--- src/rtl/riscv_pkg.sv ---
// riscv_pkg: shared constants and types for the RISC-V front end.
//   XLEN             - PC / address width
//   INSTR_W          - instruction word width
//   PC_INC           - sequential fetch stride (one 32-bit word)
//   DEFAULT_RESET_PC - PC loaded on reset unless overridden
//   fetch_entry_t    - one prefetched instruction tagged with its PC
package riscv_pkg;

  localparam int XLEN    = 64;
  localparam int INSTR_W = 32;

  localparam logic [XLEN-1:0] PC_INC           = XLEN'(4);
  localparam logic [XLEN-1:0] DEFAULT_RESET_PC = '0;

  typedef struct packed {
    logic [XLEN-1:0]    pc;
    logic [INSTR_W-1:0] instr;
  } fetch_entry_t;

endpackage

--- src/rtl/fetch_fifo.sv ---
// fetch_fifo: prefetch FIFO that holds fetched instructions together with their PCs.
//   clk          in   core clock
//   rst_n        in   asynchronous active-low reset
//   push_i       in   write push_data_i at the tail (caller guarantees not full)
//   push_data_i  in   entry to write
//   pop_i        in   remove the head entry (caller guarantees not empty)
//   flush_i      in   discard all entries; overrides push and pop
//   count_o      out  number of valid entries, 0..DEPTH
//   head_o       out  entry at the read pointer
module fetch_fifo
  import riscv_pkg::*;
#(
  parameter  int DEPTH = 4,
  localparam int PTR_W = $clog2(DEPTH),
  localparam int CNT_W = PTR_W + 1
) (
  input  logic              clk,
  input  logic              rst_n,
  input  logic              push_i,
  input  fetch_entry_t      push_data_i,
  input  logic              pop_i,
  input  logic              flush_i,
  output logic [CNT_W-1:0]  count_o,
  output fetch_entry_t      head_o
);

  fetch_entry_t     mem_q [DEPTH];
  logic [PTR_W-1:0] wr_ptr_q, wr_ptr_d;
  logic [PTR_W-1:0] rd_ptr_q, rd_ptr_d;
  logic [CNT_W-1:0] count_q,  count_d;

  // DEPTH is a power of two, so pointers wrap by plain overflow.
  always_comb begin
    wr_ptr_d = wr_ptr_q;
    rd_ptr_d = rd_ptr_q;
    count_d  = count_q;
    if (flush_i) begin
      wr_ptr_d = '0;
      rd_ptr_d = '0;
      count_d  = '0;
    end else begin
      if (push_i) wr_ptr_d = wr_ptr_q + PTR_W'(1);
      if (pop_i)  rd_ptr_d = rd_ptr_q + PTR_W'(1);
      count_d = count_q + CNT_W'(push_i) - CNT_W'(pop_i);
    end
  end

  always_ff @(posedge clk or negedge rst_n) begin
    if (!rst_n) begin
      wr_ptr_q <= '0;
      rd_ptr_q <= '0;
      count_q  <= '0;
      for (int i = 0; i < DEPTH; i++) mem_q[i] <= '0;
    end else begin
      wr_ptr_q <= wr_ptr_d;
      rd_ptr_q <= rd_ptr_d;
      count_q  <= count_d;
      if (push_i && !flush_i) mem_q[wr_ptr_q] <= push_data_i;
    end
  end

  assign count_o = count_q;
  assign head_o  = mem_q[rd_ptr_q];

endmodule

--- src/rtl/fetch_unit.sv ---
// fetch_unit: instruction-fetch stage. Owns the PC, issues sequential word
// fetches to a 1-cycle-latency instruction memory, buffers responses in a
// prefetch FIFO and presents them to decode over valid/ready. A redirect
// flushes everything and restarts fetch at the (word-aligned) target.
//   clk             in   core clock
//   reset           in   asynchronous active-low reset
//   imem_req        out  fetch request this cycle
//   imem_addr       out  fetch address (word aligned)
//   imem_rdata      in   instruction word, valid the cycle after a request
//   redirect_valid  in   flush and refetch from redirect_pc
//   redirect_pc     in   redirect target
//   if_valid        out  head entry valid toward decode
//   if_ready        in   decode accepts the head this cycle
//   if_instr        out  head instruction
//   if_pc           out  head instruction's PC
module fetch_unit
  import riscv_pkg::fetch_entry_t;
  import riscv_pkg::INSTR_W;
  import riscv_pkg::PC_INC;
  import riscv_pkg::DEFAULT_RESET_PC;
#(
  parameter int                XLEN     = riscv_pkg::XLEN,
  parameter int                DEPTH    = 4,
  parameter logic [XLEN-1:0]   RESET_PC = DEFAULT_RESET_PC
) (
  input  logic                clk,
  input  logic                reset,
  output logic                imem_req,
  output logic [XLEN-1:0]     imem_addr,
  input  logic [INSTR_W-1:0]  imem_rdata,
  input  logic                redirect_valid,
  input  logic [XLEN-1:0]     redirect_pc,
  output logic                if_valid,
  input  logic                if_ready,
  output logic [INSTR_W-1:0]  if_instr,
  output logic [XLEN-1:0]     if_pc
);

  localparam int              CNT_W      = $clog2(DEPTH) + 1;
  localparam logic [XLEN-1:0] ALIGN_MASK = ~XLEN'(3);

  logic [XLEN-1:0]  fetch_pc_q, fetch_pc_d;
  logic [XLEN-1:0]  resp_pc_q,  resp_pc_d;
  logic             inflight_q, inflight_d;

  logic [CNT_W-1:0] count;
  logic [CNT_W:0]   occupancy;
  logic             push, pop;
  fetch_entry_t     push_entry, head;

  // Credit check: buffered plus in-flight entries must leave room for one
  // more response, so a push can never land on a full FIFO. Gating with
  // reset keeps the request low while reset is held.
  assign occupancy = {1'b0, count} + (CNT_W+1)'(inflight_q);
  assign imem_req  = reset && !redirect_valid && (occupancy < (CNT_W+1)'(DEPTH));
  assign imem_addr = fetch_pc_q;

  // A redirect discards the in-flight response and ignores any pop.
  assign push       = inflight_q && !redirect_valid;
  assign pop        = if_valid && if_ready && !redirect_valid;
  assign push_entry = '{pc: resp_pc_q, instr: imem_rdata};

  always_comb begin
    fetch_pc_d = fetch_pc_q;
    resp_pc_d  = resp_pc_q;
    inflight_d = imem_req;
    if (redirect_valid) begin
      fetch_pc_d = redirect_pc & ALIGN_MASK;
    end else if (imem_req) begin
      fetch_pc_d = fetch_pc_q + XLEN'(PC_INC);
      resp_pc_d  = fetch_pc_q;
    end
  end

  always_ff @(posedge clk or negedge reset) begin
    if (!reset) begin
      fetch_pc_q <= RESET_PC & ALIGN_MASK;
      resp_pc_q  <= '0;
      inflight_q <= 1'b0;
    end else begin
      fetch_pc_q <= fetch_pc_d;
      resp_pc_q  <= resp_pc_d;
      inflight_q <= inflight_d;
    end
  end

  fetch_fifo #(
    .DEPTH (DEPTH)
  ) u_fifo (
    .clk         (clk),
    .rst_n       (reset),
    .push_i      (push),
    .push_data_i (push_entry),
    .pop_i       (pop),
    .flush_i     (redirect_valid),
    .count_o     (count),
    .head_o      (head)
  );

  assign if_valid = (count != '0);
  assign if_instr = head.instr;
  assign if_pc    = head.pc;

endmodule
--- config.mk ---
export PLATFORM = sky130hd
export DESIGN_NAME = fetch_unit
export DESIGN_NICKNAME = d
export VERILOG_FILES = /design/src/rtl/riscv_pkg.sv /design/src/rtl/fetch_fifo.sv /design/src/rtl/fetch_unit.sv
export SDC_FILE = /design/constraint.sdc
export NUM_CORES = 1
export LEC_CHECK = 0
export BUFFER_PORTS_ARGS = -buffer_cell sky130_fd_sc_hd__buf_2
export CAP_MARGIN = 20
export CORE_MARGIN = 3
export CORE_UTILIZATION = 59
export DETAILED_ROUTE_END_ITERATION = 6
export PLACE_DENSITY = 0.86
export SLEW_MARGIN = 20
export SYNTH_ARGS = -nofsm -noshare
export SYNTH_HDL_FRONTEND = slang
export SYNTH_SLANG_ARGS = --single-unit
--- constraint.sdc ---
create_clock -name clk -period 2.8 [get_ports clk]
set_input_delay 0.56 -clock clk [delete_from_list [all_inputs] [get_ports clk]]
set_output_delay 0.56 -clock clk [all_outputs]
set_load 0.02 [all_outputs]
==> flow_metrics.py <==
metrics = {
    "floorplanning": {
        "die_area_mm2": 0.0407,
        "core_region_area_mm2": 0.0378,
        "num_rows": 71,
        "die_w_um": 202,
        "dieHeight_um": 202,
        "ioPinCount": 262,
        "start_util_pct": 59.9,
    },
    "clock_tree": {
        "path_clk_slew_ns": 0.06,
        "htreeDepth": 2,
        "numClockSinks": 508,
        "clk_latency_ns": 0.58,
        "root_buffer": "clkbuf_16",
        "cts_tree": "yes",
        "cts_setup_buffers": 0,
        "clockBufferDepth": 3,
        "cts_buffers": 51,
    },
    "global_routing": {
        "antenna_found_initial": 4,
        "grt_max_degree": 136,
        "grt_pass1_vias": 15600,
        "grt_usage_pct": 27.5,
        "grt.overflow.total": 0,
        "grt_pass1_wl_um": 88100,
    },
    "routing": {
        "avgRoutedWirePerCell_um": 23.5,
        "first_pass_iters": 6,
        "drt-initial-drc-count": 992,
        "drtAntennaViolNets": 0,
        "postRouteWirelength_um": 55600,
        "vias": 14600,
        "drc": 0,
        "vias_per_cell": 6.19,
    },
    "cells_and_area": {
        "mostFrequentLayoutCell": "dfrtp_1",
        "area_delta_synth_final_pct": 17.4,
        "nets": 1918,
        "n_antenna_cell": 0,
        "mostFrequentLayoutCells": "dfrtp_1 (506), mux2_2 (437), buf_2 (251)",
        "final_layout_size_suffix_gt1_share_pct": 50.6,
        "stdcell_area_mm2": 0.0265,
    },
    "pwr": {
        "power.total_mw": 25.4,
        "pwr_density_cell_mw_per_mm2": 958,
        "p_leak_nw": 12.1,
        "vdd_drop_max_mv": 0.773,
    },
    "synthesis": {
        "syn_area_per_cell_um2": 14.6,
        "synth_seq_area_share_pct": 56.2,
        "ys_ff_latch": 508,
        "synth_cells": 1547,
        "async_reset_ff_share_pct": 100,
        "synth_ff_type": "dfrtp_1",
        "synthesis.area_mm2": 0.0226,
        "yosys_warnings": 0,
        "synth_edf_count": 0,
        "yosysUniqueCellTypes": 51,
    },
    "placed_design": {
        "place_congestion": 0.888,
        "post-dp-hpwl_um": 35300,
        "place.port_buffers": 255,
        "placed_area_mm2": 0.0247,
    },
    "timing": {
        "tightest_slew_ns": 0.992,
        "rsz0062_at_grt": "true",
        "relSlewSlack_pct": 33.9,
        "fmax_mhz": 362,
        "finalCritPeriodShare_pct": 98.6,
        "period_minus_slack_ns": 2.76,
        "drv_slew": 0,
        "fin_skew_ns": 0.00861,
        "tns_ns": 0,
        "setup_viol": 0,
        "hold_viol_final": 0,
    },
    "run_status": {
        "status": "finished clean",
    },
    "critical_path": {
        "cp.required_ns": 2.24,
        "end_kind": "output pin",
        "r2r_slack_ns": 0.20,
        "reg2reg_to": "imem_addr[60]",
        "critPathKind": "reg2out",
        "critPathLaunchType": "register",
        "critPathMaxFanout": 25,
        "r2r-start": "u_fifo.count_o[1]",
        "cp.arrival_ns": 2.20,
        "reg2reg_depth": 7,
    },
    "hold_path": {
        "hold_class": "in2async",
    },
    "run": {
        "drv_cap": 0,
    },
}
registers in the layout, summed over array words and instances, names as in the netlist:
signal	cells
imem_addr	62
u_fifo.mem_q	376
u_fifo.wr_ptr_q	2
u_fifo.rd_ptr_q	2
u_fifo.count_o	3
resp_pc_q	62
inflight_q	1
cell type report:
| type | instances | area (um^2) |
|---|---|---|
| clock buffer | 84 | 1620 |
| fill | 2409 | 11200 |
| inverter | 9 | 33.8 |
| timing repair buffer | 304 | 1900 |
| multi-input combinational | 935 | 9520 |
| tap | 511 | 639 |
| sequential | 508 | 12700 |
| clock inverter | 9 | 95.1 |
through the flow:
stage | util, % | hold slack (ns) | cells | worst slack [ns]
CTS | 70.2 | 0.0709 | 2360 | -0.0105
global route | 70.3 | 0.0917 | 2360 | -0.0556
floorplan | - | 0.264 | 1550 | 0.173
global placement | 65.5 | 0.480 | 2266 | 0.172
detailed placement | 65.5 | 0.487 | 2266 | 0.148
finish | 70.3 | 0.0934 | 2360 | 0.0391
how the worst max path moves through the flow:
stage	startpoint	to	slack (ns)	cells after the start
floorplan	redirect_valid	u_fifo.count_o[2]	0.17	11
CTS	u_fifo.rd_ptr_q[0]	if_pc[49]	-0.01	3
global placement	reset	imem_addr[60]	0.17	7
detailed placement	reset	imem_addr[42]	0.15	7
finish	u_fifo.rd_ptr_q[0]	if_instr[13]	0.04	3
global route	u_fifo.rd_ptr_q[0]	if_pc[31]	-0.06	3
logic make-up (layout without fill, tap and decap cells):
| logic type | Yosys count | count (layout) | share of synthesized area, % |
|---|---|---|---|
| DFF | 508 | 508 | 56.2 |
| buffers and inverters | 107 | 406 | 1.90 |
| muxes | 533 | 533 | 31.2 |
| xor gates and xnor gates | 24 | 24 | 0.930 |
| other | 1 | 4 | 0.0166 |
| adders and majority gates | 9 | 9 | 0.531 |
| and+or+nand+nor | 256 | 256 | 6.01 |
| AOI/OAI and AO/OA | 109 | 109 | 3.13 |
synthesized netlist by cell type, types with 6 or more instances:
cell type	number	area share (%)
buf_1	12	0.20
o31a_1	9	0.35
mux4_2	94	9.4
inv_1	9	0.15
or3_1	23	0.64
mux2_2	437	22
ha_1	8	0.44
nand4_1	28	0.78
nand3_1	28	0.62
nand2b_1	7	0.19
o21ai_0	43	0.95
o31ai_1	10	0.33
or4_1	11	0.37
nand2_1	61	1.0
nor4_1	10	0.28
nor2_1	53	0.88
nor3_1	6	0.13
and3_1	6	0.17
a31oi_1	31	0.86
clkbuf_1	76	1.3
xor2_1	19	0.74
and4_1	6	0.23
dfrtp_1	508	56
timing repair:
item,in CTS,in global routing
gates resized for setup,1,8
gates cloned,1,0
hold buffers,0,0
endpoints found under the setup margin,46,68
endpoints found under the hold margin,0,0
critical path, stage by stage (launching register included):
cell,delay (ns)
dfrtp_4,0.47
bufbuf_16,0.41
mux4_2,0.54
buf_2,0.18
power by group:
group,switching [mW],leakage (nW),internal [mW],total (mW)
combinational,3.91,4.85,3.89,7.80
sequential,1.37,6.42,9.34,10.7
clock,2.80,0.854,4.12,6.91
per-layer routing:
| layer | up-vias | global-route usage, % | share of wire, % |
|---|---|---|---|
| met1 | 7691 | 37.3 | 41 |
| met5 | - | 0 | 0.10 |
| li1 | 6308 | - | - |
| met3 | 102 | 5.39 | 5.9 |
| met4 | 6 | 8.55 | 2.8 |
| met2 | 513 | 45.7 | 50 |
Power figures use the tool's default switching activity.
